`config.mk`:
```
export PLATFORM = sky130hd
export DESIGN_NAME = multiplier_arbiter
export DESIGN_NICKNAME = d
export VERILOG_FILES = /design/src/rtl/multiplier_arbiter.sv
export SDC_FILE = /design/constraint.sdc
export NUM_CORES = 1
export LEC_CHECK = 0
export BUFFER_PORTS_ARGS = -buffer_cell sky130_fd_sc_hd__clkbuf_2
export CELL_PAD_IN_SITES_DETAIL_PLACEMENT = 1
export CELL_PAD_IN_SITES_GLOBAL_PLACEMENT = 2
export CORE_ASPECT_RATIO = 0.75
export CORE_UTILIZATION = 26
export DETAILED_ROUTE_END_ITERATION = 8
export GPL_TIMING_DRIVEN = 1
export HOLD_SLACK_MARGIN = 0.06
export PLACE_DENSITY = 0.82
export SLEW_MARGIN = 20
export SYNTH_ARGS = -nofsm -noshare
export SYNTH_HDL_FRONTEND = slang
export SYNTH_SLANG_ARGS = --single-unit
```
`constraint.sdc`:
```
create_clock -name clk_in -period 6.6 [get_ports clk_in]
set_clock_uncertainty 0.15 [all_clocks]
set_input_delay 1.32 -clock clk_in [delete_from_list [all_inputs] [get_ports clk_in]]
set_output_delay 1.32 -clock clk_in [all_outputs]
set_load 0.02 [all_outputs]
```
`src/rtl/multiplier_arbiter.sv`:
```
// Round-robin arbiter sharing one block-serial multiplier between clients A and B.
// Operand and result paths each add 1 cycle; the grant is held from LOAD until the forwarded final.
module multiplier_arbiter #(
    parameter int REGISTER_SIZE = 32,
    parameter int BITS_IN_NUM   = 4096
) (
    input  logic                     clk_in,
    input  logic                     rst_in,
    input  logic                     a_req_in,
    input  logic                     b_req_in,
    input  logic [REGISTER_SIZE-1:0] a_n_in,
    input  logic [REGISTER_SIZE-1:0] a_m_in,
    input  logic [REGISTER_SIZE-1:0] b_n_in,
    input  logic [REGISTER_SIZE-1:0] b_m_in,
    input  logic                     a_valid_in,
    input  logic                     b_valid_in,
    output logic                     a_grant_out,
    output logic                     b_grant_out,
    output logic [REGISTER_SIZE-1:0] a_data_out,
    output logic [REGISTER_SIZE-1:0] b_data_out,
    output logic                     a_valid_out,
    output logic                     b_valid_out,
    output logic                     a_final_out,
    output logic                     b_final_out,
    output logic [REGISTER_SIZE-1:0] mult_n_out,
    output logic [REGISTER_SIZE-1:0] mult_m_out,
    output logic                     mult_valid_out,
    input  logic                     mult_ready_in,
    input  logic [REGISTER_SIZE-1:0] mult_data_in,
    input  logic                     mult_valid_in,
    input  logic                     mult_final_in,
    output logic                     busy_out
);

    localparam int BLOCKS = BITS_IN_NUM / REGISTER_SIZE;
    localparam int CNT_W  = $clog2(BLOCKS + 1);
    localparam logic [CNT_W-1:0] LAST_BLK = CNT_W'(BLOCKS - 1);

    typedef enum logic [1:0] {IDLE, LOAD, WAIT} state_t;
    typedef enum logic {CLI_A, CLI_B} client_t;

    state_t                  state, state_nx;
    client_t                 owner, owner_nx;
    client_t                 last_served, last_served_nx;
    logic [CNT_W-1:0]        blk_cnt, blk_cnt_nx;

    logic [REGISTER_SIZE-1:0] mult_n_nx, mult_m_nx;
    logic                     mult_valid_nx;
    logic [REGISTER_SIZE-1:0] a_data_nx, b_data_nx;
    logic                     a_valid_nx, b_valid_nx;
    logic                     a_final_nx, b_final_nx;

    logic                     own_valid;
    logic [REGISTER_SIZE-1:0] own_n, own_m;

    // Operand mux: the non-owner's inputs never reach the multiplier.
    assign own_valid = (owner == CLI_A) ? a_valid_in : b_valid_in;
    assign own_n     = (owner == CLI_A) ? a_n_in     : b_n_in;
    assign own_m     = (owner == CLI_A) ? a_m_in     : b_m_in;

    assign busy_out    = (state != IDLE);
    assign a_grant_out = (state != IDLE) && (owner == CLI_A);
    assign b_grant_out = (state != IDLE) && (owner == CLI_B);

    always_comb begin
        state_nx       = state;
        owner_nx       = owner;
        last_served_nx = last_served;
        blk_cnt_nx     = blk_cnt;
        mult_n_nx      = mult_n_out;
        mult_m_nx      = mult_m_out;
        mult_valid_nx  = 1'b0;
        a_data_nx      = '0;
        b_data_nx      = '0;
        a_valid_nx     = 1'b0;
        b_valid_nx     = 1'b0;
        a_final_nx     = 1'b0;
        b_final_nx     = 1'b0;

        case (state)
            IDLE: begin
                if (mult_ready_in && (a_req_in || b_req_in)) begin
                    if (a_req_in && b_req_in) begin
                        owner_nx = (last_served == CLI_B) ? CLI_A : CLI_B;
                    end else begin
                        owner_nx = a_req_in ? CLI_A : CLI_B;
                    end
                    blk_cnt_nx = '0;
                    state_nx   = LOAD;
                end
            end
            LOAD: begin
                if (own_valid) begin
                    mult_n_nx     = own_n;
                    mult_m_nx     = own_m;
                    mult_valid_nx = 1'b1;
                    if (blk_cnt == LAST_BLK) begin
                        blk_cnt_nx = '0;
                        state_nx   = WAIT;
                    end else begin
                        blk_cnt_nx = blk_cnt + CNT_W'(1);
                    end
                end
            end
            WAIT: begin
                if (owner == CLI_A) begin
                    a_data_nx  = mult_data_in;
                    a_valid_nx = mult_valid_in;
                    a_final_nx = mult_final_in;
                end else begin
                    b_data_nx  = mult_data_in;
                    b_valid_nx = mult_valid_in;
                    b_final_nx = mult_final_in;
                end
                // Grant release coincides with the forwarded final pulse.
                if (mult_final_in) begin
                    last_served_nx = owner;
                    state_nx       = IDLE;
                end
            end
            default: state_nx = IDLE;
        endcase
    end

    always_ff @(posedge clk_in or posedge rst_in) begin
        if (rst_in) begin
            state          <= IDLE;
            owner          <= CLI_A;
            last_served    <= CLI_B;
            blk_cnt        <= '0;
            mult_n_out     <= '0;
            mult_m_out     <= '0;
            mult_valid_out <= 1'b0;
            a_data_out     <= '0;
            b_data_out     <= '0;
            a_valid_out    <= 1'b0;
            b_valid_out    <= 1'b0;
            a_final_out    <= 1'b0;
            b_final_out    <= 1'b0;
        end else begin
            state          <= state_nx;
            owner          <= owner_nx;
            last_served    <= last_served_nx;
            blk_cnt        <= blk_cnt_nx;
            mult_n_out     <= mult_n_nx;
            mult_m_out     <= mult_m_nx;
            mult_valid_out <= mult_valid_nx;
            a_data_out     <= a_data_nx;
            b_data_out     <= b_data_nx;
            a_valid_out    <= a_valid_nx;
            b_valid_out    <= b_valid_nx;
            a_final_out    <= a_final_nx;
            b_final_out    <= b_final_nx;
        end
    end

endmodule

```
# Yosys cells after proc, flatten, opt, wreduce, memory -nomap -nowiden
# Cells that the tools add are included.
# W data, S select, Z words.
# word_totals
output_inout_bits,136
inputBits,169
ramBits,0
rom_bits,0
wordCells,64
mem_count,0
register_bits,145
latch_bits,0
# classes
n_div,0
mux,29
shifts,0
n_eq_ne,7
addsub,1
reduce_logical,13
n_bitwise,1
n_mul,0
n_lt_le_gt_ge,0
# op_table
operator,n
$mux W32,6
$mux W8,3
$pmux W8 S2,1
$mux W1,14
$add A8 B1 Y8 const B,1
$eq A8 B7 Y1 const B,1
$mux W2,4
$ne A2 B2 Y1 const B,4
$pmux W2 S3,1
$reduce_and A2 Y1,3
$logic_and A1 B1 Y1,4
$reduce_and A4 Y1,1
$reduce_bool A2 Y1,2
$reduce_and A3 Y1,1
$eq A2 B1 Y1 const B,1
$eq A2 B2 Y1 const B,1
$logic_not A2 Y1,1
$logic_or A1 B1 Y1,1
$not A1 Y1,1

# Depth between registers and ports, before layout
# depth
word_depth,4
depth_mapped,8
depth_no_buf,5

# Least setup slack after synthesis
# OpenSTA, ideal clock, no wires.
# synth_timing
path_type,register to output
from,register owner
to,output port a_grant_out
path_stages_with_launch,5
path_buffers,3
required_time_ps,5130
arrival_time_ps,1201
slack_ps,3929
path_cell_list,dfrtp_1 -> buf_2 -> buf_2 -> buf_2 -> nor2_1
# synth_via
elab_chain_len,2
# synth_lines
element,line,text
"start, declared",43,"client_t owner, owner_nx;"
"start signal, assigned",142,owner <= owner_nx;
$not A1 Y1,n/a,
$logic_and A1 B1 Y1,62,assign a_grant_out = (state != IDLE) && (owner == CLI_A);
"end, declared",17,"output logic a_grant_out,"
# Every way passes these cells.

# Final worst setup path
# Same ends and word-level chain as after synthesis.

==> impl_metrics.toml <==
[run_status]
outcome = "completed"

[synth]
yosys-top-cells-count = "144 x dfrtp_1, 74 x nand2_1, 73 x o21ai_0, 67 x and2_1, 65 x mux2i_1"
syn_area_mm2 = 0.005736
synth_cell_types = 31
ys_async_sr_fraction = 1.000
yosys_warnings = 0
synth_edf_count = 0
syn-num-nets = 665
synthTopCellsByArea = "dfrtp_1 63%, mux2i_1 11%, and2_1 7.3%"
post-synth-top-count-cell = "dfrtp_1"
synth_top_cell_by_area = "dfrtp_1"
synth_top_area_share = 0.6283
synth.avg_cell_area_um2 = 11.59
ys_ff_latch = 145
yosysSeqAreaShare = 0.6329
syn_inst = 495
synth_flop_cell = "dfrtp_1"

[global_route]
grt_overflow = 0
grt_max_degree = 131
grt_pass1_wl_um = 26320
grt_use_total = 0.1517
grt_pass1_vias = 4893
antenna_found_initial = 2

[timing]
fin_setup_tns_ns = 0
slew_viol_final = 0
worst_slack_ns = 3.014
rsz0062_at_grt = "false"
tightest_slew_ns = 0.8048
timing_hold_violations_final = 0
fin_crit_sh = 0.5434
fmax_mhz = 278.8
fin_crit_ns = 3.586
final-setup-viol-count = 0
relSlewSlack = 0.4634

[power]
power.internal_uw = 1995
power_frac_comb = 0.329
power_frac_seq = 0.390
leakage_uw = 0.004394
finalPower_uw = 3263
power.switching_uw = 1268
netSwitchingFraction = 0.3887
p_per_area_mw_per_mm2 = 403.0
pwr-share-clk = 0.282
vdd_drop_max_mv = 0.1087

[placed_design]
pre_cts_ws_ns = 3.080
port_buffers = 304
place_congestion = 0.7389
dp_hpwl_um = 12560

[finish]
fin_nets = 963
area_delta_synth_final_pct = 41.19
fin_util = 0.3782
final_layout_size_suffix_gt1_frac = 0.4280

[worst_hold_path]
hp-class = "reg -> reg"

[floorplan]
core_mm2 = 0.02141
die-area_mm2 = 0.02266
dieHeight_um = 130.6
dieWidth_um = 173.5
floorplan.initialDensity = 0.2679
io_pins = 305
rows = 46

[detailed_routing]
drc = 0
viasPerCell = 4.245
drtAntennaViolNets = 0
first_iter_violations = 161
wl_per_cell_um = 15.48
drtPass1Iterations = 4
num_vias = 4652
wirelength_um = 16970

[clocking]
cts.sinks = 145
clkTransAtPathRegs_ns = 0.06
cts.repair.resized = 0
cts_made_buffers = 17
root_buffer = "clkbuf_16"
cts.path.max_buffers = 2
clock_latency_ns = 0.42
ctsHoldBuffers = 0
post_cts_buffers = 0
cts_tree = "built"
htreeDepth = 4

[worst_setup_path]
crit_path_end_kind = "output port"
cp.arrival_ns = 2.12
criticalPathCategory = "reg -> out"
crit_required_ns = 5.13
worst-path-max-fanout = 38
start_kind = "flip-flop"

[run]
maxCapViolations = 0
==> state kept, by name, summed over array words and instances (netlist names) <==
| signal | count |
|---|---|
| a_valid_out | 1 |
| mult_m_out | 32 |
| a_final_out | 1 |
| mult_n_out | 32 |
| last_served | 1 |
| mult_valid_out | 1 |
| b_data_out | 32 |
| b_valid_out | 1 |
| owner | 1 |
| b_final_out | 1 |
| blk_cnt | 8 |
| a_data_out | 32 |
| state | 2 |
==> through the flow <==
step	hold WS, ns	instance area (µm²)	cells
after global routing	0.3522	8093	1094
after global placement	0.3105	7527	1062
final	0.3284	8098	1096
after detailed placement	0.3194	7527	1062
after CTS	0.3336	8084	1094
after floorplan	0.3142	5736	495
==> cells by family (layout without fill, tap and decap cells) <==
logic type      after synthesis  in the layout  synth area share
fa+ha+maj                     1              1          0.002181
simple gates                163            163            0.1427
flops                       145            145            0.6329
mux                          66             66            0.1161
other cells                   0              2                 0
buf+inv                      33            344           0.02640
compound gates               87             87           0.07984
==> power groups by stage <==
stage	logic (µW)	registers, µW	clock network (µW)
after floorplan	510	1470	0
final	1070	1270	919
after detailed placement	1100	1290	0
after global routing	1190	1310	988
after global placement	1070	1290	0
after CTS	1090	1280	954
==> worst max-delay path: stages (launching register included) <==
cell,delay [ns]
dfrtp_4,0.78
buf_4,0.63
nor2_1,0.11
clkbuf_2,0.18
==> path summary, 6_finish.rpt <==
kind / from / end / slack (ns) / cells past startpoint
min reg2reg: mult_n_out[6] / mult_n_out[6] / 0.33 / 2
max reg2reg: owner / blk_cnt[6] / 3.62 / 6
max: owner / a_grant_out / 3.01 / 3
min: mult_n_out[6] / mult_n_out[6] / 0.33 / 2
max in group asynchronous: rst_in / mult_m_out[14] / 4.07 / 3
min in group asynchronous: rst_in / a_data_out[0] / 0.86 / 2
==> final cells by class <==
type | count | area (µm²)
clock inverters | 13 | 113.9
inverters | 4 | 20.02
well taps | 288 | 360.3
diodes | 2 | 5.005
multi-input cells | 317 | 1971
flip-flops and latches | 145 | 3633
repair buffers | 308 | 1551
clock buffers | 19 | 442.9
fillers | 2493 | 13310
==> per-layer routing <==
metal	up-vias	GRT usage	wire, µm
met1	2200	0.1814	7031
met5	-	0	0
met4	0	0.05049	187
met2	188	0.2377	7920
li1	2251	-	-
met3	13	0.07697	1825
==> layout by cell type (no fill, tap or decap), types with 2 or more instances in the layout <==
| master | count |
|---|---|
| clkbuf_2 | 304 |
| dfrtp_1 | 143 |
| nand2_1 | 73 |
| o21ai_0 | 73 |
| and2_1 | 67 |
| mux2i_1 | 65 |
| clkbuf_16 | 17 |
| nor2_1 | 8 |
| inv_6 | 6 |
| a21oi_1 | 5 |
| buf_4 | 4 |
| inv_1 | 3 |
| nand2b_1 | 3 |
| nand4_1 | 3 |
| clkinvlp_4 | 3 |
| inv_8 | 3 |
| diode_2 | 2 |
| o31ai_1 | 2 |
| or4_1 | 2 |
| a21o_1 | 2 |
(Power assumes the default switching activity.)
